[src/rtl/rf_buf_ctl.sv]
// rf_buf_ctl: shares the single-port 2^AW x DW sector buffer between a host port and a disk port.
// Latency: 2 cycles from a_req/b_strobe to a_ack/b_rdy uncontended, 3 when the other side wins the tie.
// Backpressure: none. The host waits for a_ack. A disk strobe arriving while one is pending is dropped and pulses b_ovr.
// Ports: clk/reset; a_* host single-word access; b_* disk block stream (auto-incrementing pointer);
//        ram_* drive the buffer RAM pins directly (ram_dout is combinational from ram_a).
module rf_buf_ctl #(
  parameter int AW = 8,
  parameter int DW = 12
) (
  input  logic          clk,
  input  logic          reset,
  input  logic          a_req,
  input  logic          a_we,
  input  logic [AW-1:0] a_addr,
  input  logic [DW-1:0] a_din,
  output logic          a_ack,
  output logic [DW-1:0] a_dout,
  input  logic          b_start,
  input  logic          b_dir,
  input  logic [AW:0]   b_count,
  input  logic          b_strobe,
  input  logic [DW-1:0] b_din,
  output logic [DW-1:0] b_dout,
  output logic          b_rdy,
  output logic          b_busy,
  output logic          b_done,
  output logic          b_ovr,
  output logic [AW-1:0] ram_a,
  output logic [DW-1:0] ram_din,
  output logic          ram_ce,
  output logic          ram_we,
  input  logic [DW-1:0] ram_dout
);

  // A start count of zero means a full buffer; stored expanded so the
  // block always ends when the remaining count is exactly one.
  localparam logic [AW:0] CNT_FULL = {1'b1, {AW{1'b0}}};

  logic          a_pend;
  logic          a_we_q;
  logic [AW-1:0] a_addr_q;
  logic [DW-1:0] a_din_q;

  logic          b_pend;
  logic          b_dir_q;
  logic [DW-1:0] b_din_q;
  logic [AW-1:0] ptr;
  logic [AW:0]   cnt;

  logic          last_b;   // 1 when the disk side was served most recently
  logic          gnt_a;
  logic          gnt_b;
  logic          b_final;

  // Ties go to whichever side was not served last.
  always_comb begin
    gnt_a = a_pend & (~b_pend | last_b);
    gnt_b = b_pend & ~gnt_a;
  end

  assign b_final = (cnt == (AW+1)'(1));

  always_comb begin
    ram_ce  = 1'b0;
    ram_we  = 1'b0;
    ram_a   = a_addr_q;
    ram_din = a_din_q;
    if (gnt_a) begin
      ram_ce = 1'b1;
      ram_we = a_we_q;
    end else if (gnt_b) begin
      ram_ce  = 1'b1;
      ram_we  = b_dir_q;
      ram_a   = ptr;
      ram_din = b_din_q;
    end
  end

  always_ff @(posedge clk or posedge reset) begin
    if (reset) begin
      a_pend   <= 1'b0;
      a_we_q   <= 1'b0;
      a_addr_q <= '0;
      a_din_q  <= '0;
      a_ack    <= 1'b0;
      a_dout   <= '0;
      b_pend   <= 1'b0;
      b_dir_q  <= 1'b0;
      b_din_q  <= '0;
      ptr      <= '0;
      cnt      <= '0;
      b_busy   <= 1'b0;
      b_rdy    <= 1'b0;
      b_done   <= 1'b0;
      b_ovr    <= 1'b0;
      b_dout   <= '0;
      last_b   <= 1'b1;
    end else begin
      a_ack  <= gnt_a;
      b_rdy  <= gnt_b;
      b_done <= gnt_b & b_final;
      b_ovr  <= b_strobe & b_pend;

      // A new host request can only be accepted when nothing is pending,
      // so acceptance and service never coincide.
      if (a_req && !a_pend) begin
        a_pend   <= 1'b1;
        a_we_q   <= a_we;
        a_addr_q <= a_addr;
        a_din_q  <= a_din;
      end else if (gnt_a) begin
        a_pend <= 1'b0;
      end

      if (gnt_a) begin
        last_b <= 1'b0;
        if (!a_we_q) a_dout <= ram_dout;
      end

      if (b_strobe && b_busy && !b_pend) begin
        b_pend  <= 1'b1;
        b_din_q <= b_din;
      end else if (gnt_b) begin
        b_pend <= 1'b0;
      end

      if (gnt_b) begin
        last_b <= 1'b1;
        if (!b_dir_q) b_dout <= ram_dout;
        ptr <= ptr + AW'(1);
        cnt <= cnt - (AW+1)'(1);
        if (b_final) b_busy <= 1'b0;
      end

      // Disk service needs b_busy, so it cannot collide with a block start.
      if (b_start && !b_busy) begin
        b_busy  <= 1'b1;
        ptr     <= '0;
        cnt     <= (b_count == '0) ? CNT_FULL : b_count;
        b_dir_q <= b_dir;
      end
    end
  end

endmodule
[config.mk]
export PLATFORM = sky130hd
export DESIGN_NAME = rf_buf_ctl
export DESIGN_NICKNAME = d
export VERILOG_FILES = /design/src/rtl/rf_buf_ctl.sv
export SDC_FILE = /design/constraint.sdc
export NUM_CORES = 1
export LEC_CHECK = 0
export BUFFER_PORTS_ARGS = -buffer_cell sky130_fd_sc_hd__buf_4
export CORE_MARGIN = 2
export CORE_UTILIZATION = 53
export CTS_BUF_LIST = sky130_fd_sc_hd__clkbuf_4
export CTS_CLUSTER_SIZE = 14
export DETAILED_ROUTE_END_ITERATION = 7
export HOLD_SLACK_MARGIN = 0.1
export PLACE_DENSITY = 0.89
export SLEW_MARGIN = 20
export SYNTH_ARGS = -nofsm -noshare
export SYNTH_HDL_FRONTEND = slang
export SYNTH_SLANG_ARGS = --single-unit
[constraint.sdc]
create_clock -name clk -period 3.2 [get_ports clk]
set_input_delay 0.48 -clock clk [delete_from_list [all_inputs] [get_ports clk]]
set_output_delay 0.48 -clock clk [all_outputs]
set_load 0.05 [all_outputs]
==> results of run 1 <==
## power by group through the flow
stage / registers [mW] / logic, mW / clock network, mW
after detailed placement: 1.90 / 3.16 / 0
after global placement: 1.86 / 3.09 / 0
after floorplan: 2.41 / 1.78 / 0
after CTS: 1.87 / 3.17 / 0.701
final: 1.87 / 3.14 / 0.686
after global routing: 1.95 / 3.33 / 0.750
## metrics by stage
step / utilization / std cells / hold slack, ns / total power, mW / worst slack [ns]
2_1_floorplan: - / 312 / 0.441 / 4.19 / 0.585
3_3_place_gp: 0.671 / 492 / 0.469 / 4.95 / 1.06
3_5_place_dp: 0.671 / 492 / 0.464 / 5.05 / 1.01
4_1_cts: 0.695 / 508 / 0.241 / 5.74 / 0.519
5_1_grt: 0.696 / 508 / 0.199 / 6.03 / 0.350
6_report: 0.696 / 508 / 0.156 / 5.70 / 0.540
## final timing paths
| path | start | endpoint | slack [ns] | cells after the start |
|---|---|---|---|---|
| worst min register to register | cnt[8]$_DFFE_PP0P_ | b_done$_DFF_PP0_ | 0.50 | 1 |
| worst min-delay path | reset | b_din_q[6]$_DFFE_PP0P_ | 0.16 | 2 |
| max in group asynchronous | reset | last_b$_DFFE_PP1P_ | 2.27 | 3 |
| worst max register to register | a_pend$_DFFE_PP0P_ | b_dout[10]$_DFFE_PP0P_ | 1.14 | 4 |
| min in group clk | b_count[7] | cnt[7]$_DFFE_PP0P_ | 0.26 | 3 |
| worst max-delay path | a_pend$_DFFE_PP0P_ | ram_din[8] | 0.54 | 5 |
## flip-flops by register name, summed over array words and instances, names as in the netlist, 8 cells and up
name,count
ptr,8
a_addr_q,8
b_dout,12
b_din_q,12
a_dout,12
cnt,9
a_din_q,12
## cells in the mapped netlist (all sizes together), types with 2 or more instances
cell type / number / area, µm²
nand3: 4 / 20.0
nor2b: 2 / 12.5
nor4: 3 / 25.0
nor2: 14 / 60.1
inv: 7 / 31.3
dfrtp: 82 / 2050
a21oi: 2 / 10.0
o21ai: 7 / 35.0
nand2: 75 / 282
nand4: 7 / 43.8
or2: 2 / 15.0
nor3: 2 / 10.0
clkbuf: 4 / 15.0
and3: 2 / 12.5
ha: 3 / 37.5
xor2: 13 / 114
xnor2: 2 / 17.5
buf: 11 / 85.1
mux2: 59 / 679
## cell type report
type                            instances  area (µm²)
Sequential cell                        83        2080
Fill cell                             503        2050
Multi-Input combinational cell        207        1460
Timing Repair Buffer                  115         863
Tap cell                               80         100
Clock inverter                          6        90.1
Clock buffer                           10        75.1
Inverter                                7        33.8
## logic make-up after synthesis
group                    after synthesis
multiplexers                          60
buffers and inverters                 22
XOR/XNOR                              15
flip-flops                            83
adder cells (fa/ha/maj)                3
AO/OA/AOI/OAI                         13
AND/OR/NAND/NOR                      116
## per-layer routing
metal	track usage	share of wire	vias up
li1	-	-	1265
met1	0.267	0.41	1280
met2	0.372	0.51	69
met3	0.0436	0.052	15
met4	0.0937	0.023	0
met5	0	0	-
## placed cells by master (no fill, tap or decap), types with 2 or more instances in the layout
cell type,n
buf_4,115
nor3_1,2
nand3_1,4
clkbuf_4,10
xor2_1,13
clkinv_4,2
inv_1,5
dfrtp_1,82
mux2_4,4
nor2_1,13
xnor2_1,2
bufinv_16,2
nand4_1,7
a21oi_1,2
nor4_1,2
o21ai_1,4
mux2_2,55
nand2_1,75
o21ai_0,3
ha_1,3
and3_1,2
## worst max-delay path, stage by stage, from the launching register on
cell	delay [ns]
dfrtp_1	0.53
a21bo_1	0.58
inv_6	0.24
nand2_1	0.14
nand2_1	0.06
buf_4	0.19
==> metrics.md, run 1 <==
| Metric | Value |
|---|---|
| FP Rows | 30 |
| Post-Layout Inst Area | 4700 µm² |
| Vias in the first global route | 2706 |
| Congestion Overflow GR | 0 |
| Vias | 2629 |
| Drt pass-1 iters | 4 |
| Cell count after synthesis | 312 |
| Power density over cell area | 1210 nW/µm² |
| Nets | 486 |
| Initial core utilization | 0.542 |
| Critical path launch point type | flip-flop |
| CTS sink cnt | 83 |
| Count of final hold-check violations | 0 |
| Detailed placer's ending HPWL | 5520 µm |
| LEAKAGE | 2.27 nW |
| RSZ-0062 raised after global routing | false |
| Tmin final | 2.66 ns |
| Slew HR | 0.524 |
| Number of distinct library cells after synthesis | 40 |
| DR iter-0 viols | 160 |
| Internal | 2.98 mW |
| Largest family of logic cells by synthesized area | multiplexers |
| Hold Path Class | in -> async |
| CTS buffer count | 9 |
| Worst Skew | 0.0187 ns |
| Comb pwr share | 0.551 |
| TritonCTS clock tree | yes |
| Worst-Margin Slew | 0.713 ns |
| Seq pwr share | 0.329 |
| Synthesized Nets | 375 |
| Largest net degree at the start of global routing | 60 |
| Mux contribution to synthesized area | 0.188 |
| H-tree Lvls | 3 |
| Worst skew pair latency | 0.43 ns |
| Final setup violation count | 0 |
| Crit Path Max Fanout | 38 |
| Initial antenna violation count | 0 |
| PortBufs | 110 |
| WP data arrival | 2.18 ns |
| Total detailed-routing wirelength | 7650 µm |
| Synth Area in Simple Gates | 0.141 |
| Synthesized flop and latch total | 83 |
| Detailed-route DRC error count | 0 |
| CTS root buf | clkbuf_4 |
| Asr flop ratio synth | 1.00 |
| Hold Buf Count CTS | 0 |
| Core area | 6760 µm² |
| Part of the power in the clock network | 0.120 |
| Worst-case clock buffer depth | 2 |
| Synth Cell Area | 3660 µm² |
| Die area | 7590 µm² |
| Area grow syn2layout | 28.3% |
| Leading register cell type out of synthesis | dfrtp_1 |
| Final GP Congestion | 0.753 |
| Sw frac | 0.476 |
| Compound-Gate Fraction of Synth Area | 0.0212 |
| Status | finished clean |
| Die Wd | 87.1 µm |
| Peak supply drop | 0.000791 V |
| Max-slew violation total from the final report | 0 |
| I/O pin count | 111 |
| Chip height | 87.1 µm |
| Placed Area | 4530 µm² |
| Antenna Violating Nets Remaining | 0 |
| Post-route setup TNS | 0 ns |
| Total of max-cap violations | 0 |
| Post-CTS Resized | 0 |
| Post-synth EDFFs | 0 |
| Worst Setup End Kind | output port |
| Drt wl/cell | 15.1 µm |
| Crit Path Category | reg -> out |
| Diodes inserted | 0 |
| Seq/Total Area, Yosys | 0.567 |
| First-pass GRT wire length | 12600 µm |
| Synth Area per Inst | 11.7 µm² |
| Tcrit/Tclk final | 0.831 |
| Post-Synth Adder-Cell Area | 0.0102 |
| F_max | 0.376 GHz |
| Xor/xnor share of the synthesized area | 0.0359 |
| Worst Path Required | 2.72 ns |
| Share of layout cells above drive strength 1 | 0.463 |
| Ys Warns | 0 |
| Clk slew on worst S/H paths | 0.14 ns |
| Vias/cell | 5.18 |
| GRT Total Usage | 0.217 |
| Setup bufs post-CTS | 0 |
| Sw Pwr | 2.71 mW |
Note: power is estimated with default switching activity, not from simulation.
==> run 2: changes to the inputs <==
==> constraint.sdc (replaced) <==
create_clock -name clk -period 2.61 [get_ports clk]
set_input_delay 0.3915 -clock clk [delete_from_list [all_inputs] [get_ports clk]]
set_output_delay 0.3915 -clock clk [all_outputs]
set_load 0.05 [all_outputs]
==> run 2 against run 1 <==
  * Worst hold slack better by 0.016 ns
  * Largest power group unchanged
  * Clock skew up 0.0051 ns
  * Utilization unchanged
  * Highest routed layer unchanged
==> metrics.md, run 2 (same netlist as run 1, synthesis figures left out) <==
| Metric | Value |
|---|---|
| Detailed-route DRC error count | 0 (unchanged) |
| Hold Path Class | in -> reg |
| FP Rows | 30 (unchanged) |
| Share of layout cells above drive strength 1 | 0.463 (about the same) |
| Diodes inserted | 0 (unchanged) |
| Worst setup margin | 0.260 ns (-0.280 ns) |
| Initial antenna violation count | 0 (unchanged) |
| Hold Crit Endpoint | cnt[7]$_DFFE_PP0P_ |
| Die Wd | 87.1 µm (unchanged) |
| Seq pwr share | 0.333 (+0.004) |
| Crit Path Max Fanout | 18 (-53%) |
| Drt pass-1 iters | 4 (unchanged) |
| Worst skew pair latency | 0.43 ns (about the same) |
| Tcrit/Tclk final | 0.900 |
| Vias/cell | 5.18 (about the same) |
| Crit Path Category | reg -> out |
| Total of max-cap violations | 0 (unchanged) |
| Commonest non-fill, non-tap cells in the layout | buf_4, dfrtp_1, nand2_1, mux2_2 |
| Comb pwr share | 0.556 (+0.005) |
| R2R depth | 4 (unchanged) |
| Largest net degree at the start of global routing | 39 (-35%) |
| Sw frac | 0.484 (+0.00760) |
| TritonCTS clock tree | yes |
| Die area | 7590 µm² (unchanged) |
| Worst reg2reg path endpoint | b_dout[10]$_DFFE_PP0P_ |
| Vias | 2640 (+0.42%) |
| CTS root buf | clkbuf_4 |
| Peak supply drop | 0.00102 V (+29%) |
| I/O pin count | 111 (unchanged) |
| Power density over cell area | 1470 nW/µm² (+21%) |
| Initial core utilization | 0.542 (unchanged) |
| Status | finished clean |
| Slew HR | 0.535 (+0.0107) |
| R2r setup slk | 0.70 ns (-0.44 ns) |
| Vias in the first global route | 2747 (+1.5%) |
| Antenna Violating Nets Remaining | 0 (unchanged) |
| Worst-case clock buffer depth | 2 (unchanged) |
| WP data arrival | 1.96 ns (-0.22 ns) |
| Chip height | 87.1 µm (unchanged) |
| RSZ-0062 raised after global routing | false |
| Total detailed-routing wirelength | 7590 µm (-0.76%) |
| Nets | 488 (+0.41%) |
| Max-slew violation total from the final report | 0 (unchanged) |
| H-tree Lvls | 3 (unchanged) |
| Hold Path Depth | 3 |
| F_max | 0.426 GHz |
| GRT Total Usage | 0.209 (-0.00781) |
| Area grow syn2layout | 28.3% (unchanged) |
| Worst Path Required | 2.22 ns (-0.50 ns) |
| CTS sink cnt | 83 (unchanged) |
| Part of the power in the clock network | 0.111 (-0.009) |
| Final GP Congestion | 0.787 (+4.5%) |
| CTS buffer count | 9 (unchanged) |
| Worst Skew | 0.0238 ns (+0.00506 ns) |
| Sw Pwr | 3.34 mW (+23%) |
| PortBufs | 110 (unchanged) |
| Post-route setup TNS | 0 ns (unchanged) |
| Critical R2R Launch | a_pend$_DFFE_PP0P_ |
| Worst Setup End Kind | output port |
| Clk slew on worst S/H paths | 0.14 ns (about the same) |
| DR iter-0 viols | 67 (-58%) |
| Most common cell after layout, fill and taps aside | buf_4 |
| Place WS | 0.512 ns (-0.499 ns) |
| Minimum hold slack | 0.173 ns (+0.0162 ns) |
| Internal | 3.56 mW (+19%) |
| Final setup violation count | 0 (unchanged) |
| LEAKAGE | 2.27 nW (about the same) |
| Congestion Overflow GR | 0 (unchanged) |
| Worst-Margin Slew | 0.695 ns (-0.0181 ns) |
| Drt wl/cell | 14.9 µm (-1.1%) |
| Fin cells | 510 (+0.39%) |
| Placed Cells | 493 (+0.20%) |
| Hold wc startpoint | b_count[7] |
| Count of final hold-check violations | 0 (unchanged) |
| First-pass GRT wire length | 12400 µm (-2.1%) |
| Critical path launch point type | flip-flop |
| Core area | 6760 µm² (unchanged) |
| Tmin final | 2.35 ns |
| Detailed placer's ending HPWL | 5560 µm (+0.68%) |
-- run 2: cell types whose count changed in the layout (fill, tap and decap cells not counted), sizes merged --
cell,before,now
buf,115,116
bufinv,2,1
clkbuf,10,9
clkinv,3,4
clkinvlp,1,0
dlygate4sd3,0,1
inv,7,9
-- run 2: power by group through the flow --
stage / combinational [mW] / sequential [mW] / clock, mW
after global routing: 4.09 / 2.38 / 0.823
final: 3.84 / 2.30 / 0.765
after global placement: 3.79 / 2.28 / 0
after floorplan: 2.18 / 2.96 / 0
after detailed placement: 3.87 / 2.32 / 0
after CTS: 3.88 / 2.29 / 0.784
-- run 2: timing repair --
action                                  4_1_cts  5_1_grt
endpoints found under the hold margin        33        0
gates resized for setup                       0        1
setup buffers                                 0        0
endpoints found under the setup margin        0       20
hold buffers                                  1        0
-- run 2: layout make-up --
| type | instances | area (µm²) |
|---|---|---|
| flip-flops and latches | 83 | 2080 |
| fillers | 529 | 2050 |
| multi-input cells | 207 | 1460 |
| repair buffers | 117 | 893 |
| well taps | 80 | 100 |
| clock inverters | 7 | 73.8 |
| clock buffers | 9 | 67.6 |
| inverters | 7 | 32.5 |
-- run 2: worst max path at each step --
stage / endpoint / startpoint / slack [ns] / cells past startpoint
floorplan: a_ack$_DFF_PP0_ / reset / 0.08 / 1
global placement: ram_a[2] / last_b$_DFFE_PP1P_ / 0.55 / 5
detailed placement: ram_din[0] / last_b$_DFFE_PP1P_ / 0.51 / 5
CTS: ram_din[0] / last_b$_DFFE_PP1P_ / 0.02 / 5
global route: ram_a[4] / last_b$_DFFE_PP1P_ / 0.12 / 5
finish: ram_a[4] / last_b$_DFFE_PP1P_ / 0.26 / 5
-- run 2: through the flow --
| step | util | cell area, µm² | total power, mW |
|---|---|---|---|
| after floorplan | - | 3660 | 5.14 |
| after global placement | 0.674 | 4550 | 6.07 |
| after detailed placement | 0.674 | 4550 | 6.19 |
| after CTS | 0.696 | 4700 | 6.96 |
| after global routing | 0.696 | 4700 | 7.29 |
| final | 0.696 | 4700 | 6.90 |
-- run 2: per-layer routing --
layer / global-route usage / up-vias / wire length (µm)
met5: 0 / - / 0
met4: 0.0951 / 0 / 158
met3: 0.0445 / 13 / 373
met2: 0.358 / 73 / 3900
met1: 0.254 / 1283 / 3170
li1: - / 1271 / -
-- run 2: critical path, stage by stage (launching register included) --
cell and delay (ns):
dfstp_2 0.57, a21bo_2 0.39, buf_4 0.26, nand2_1 0.07, nand2_1 0.06, buf_4 0.19
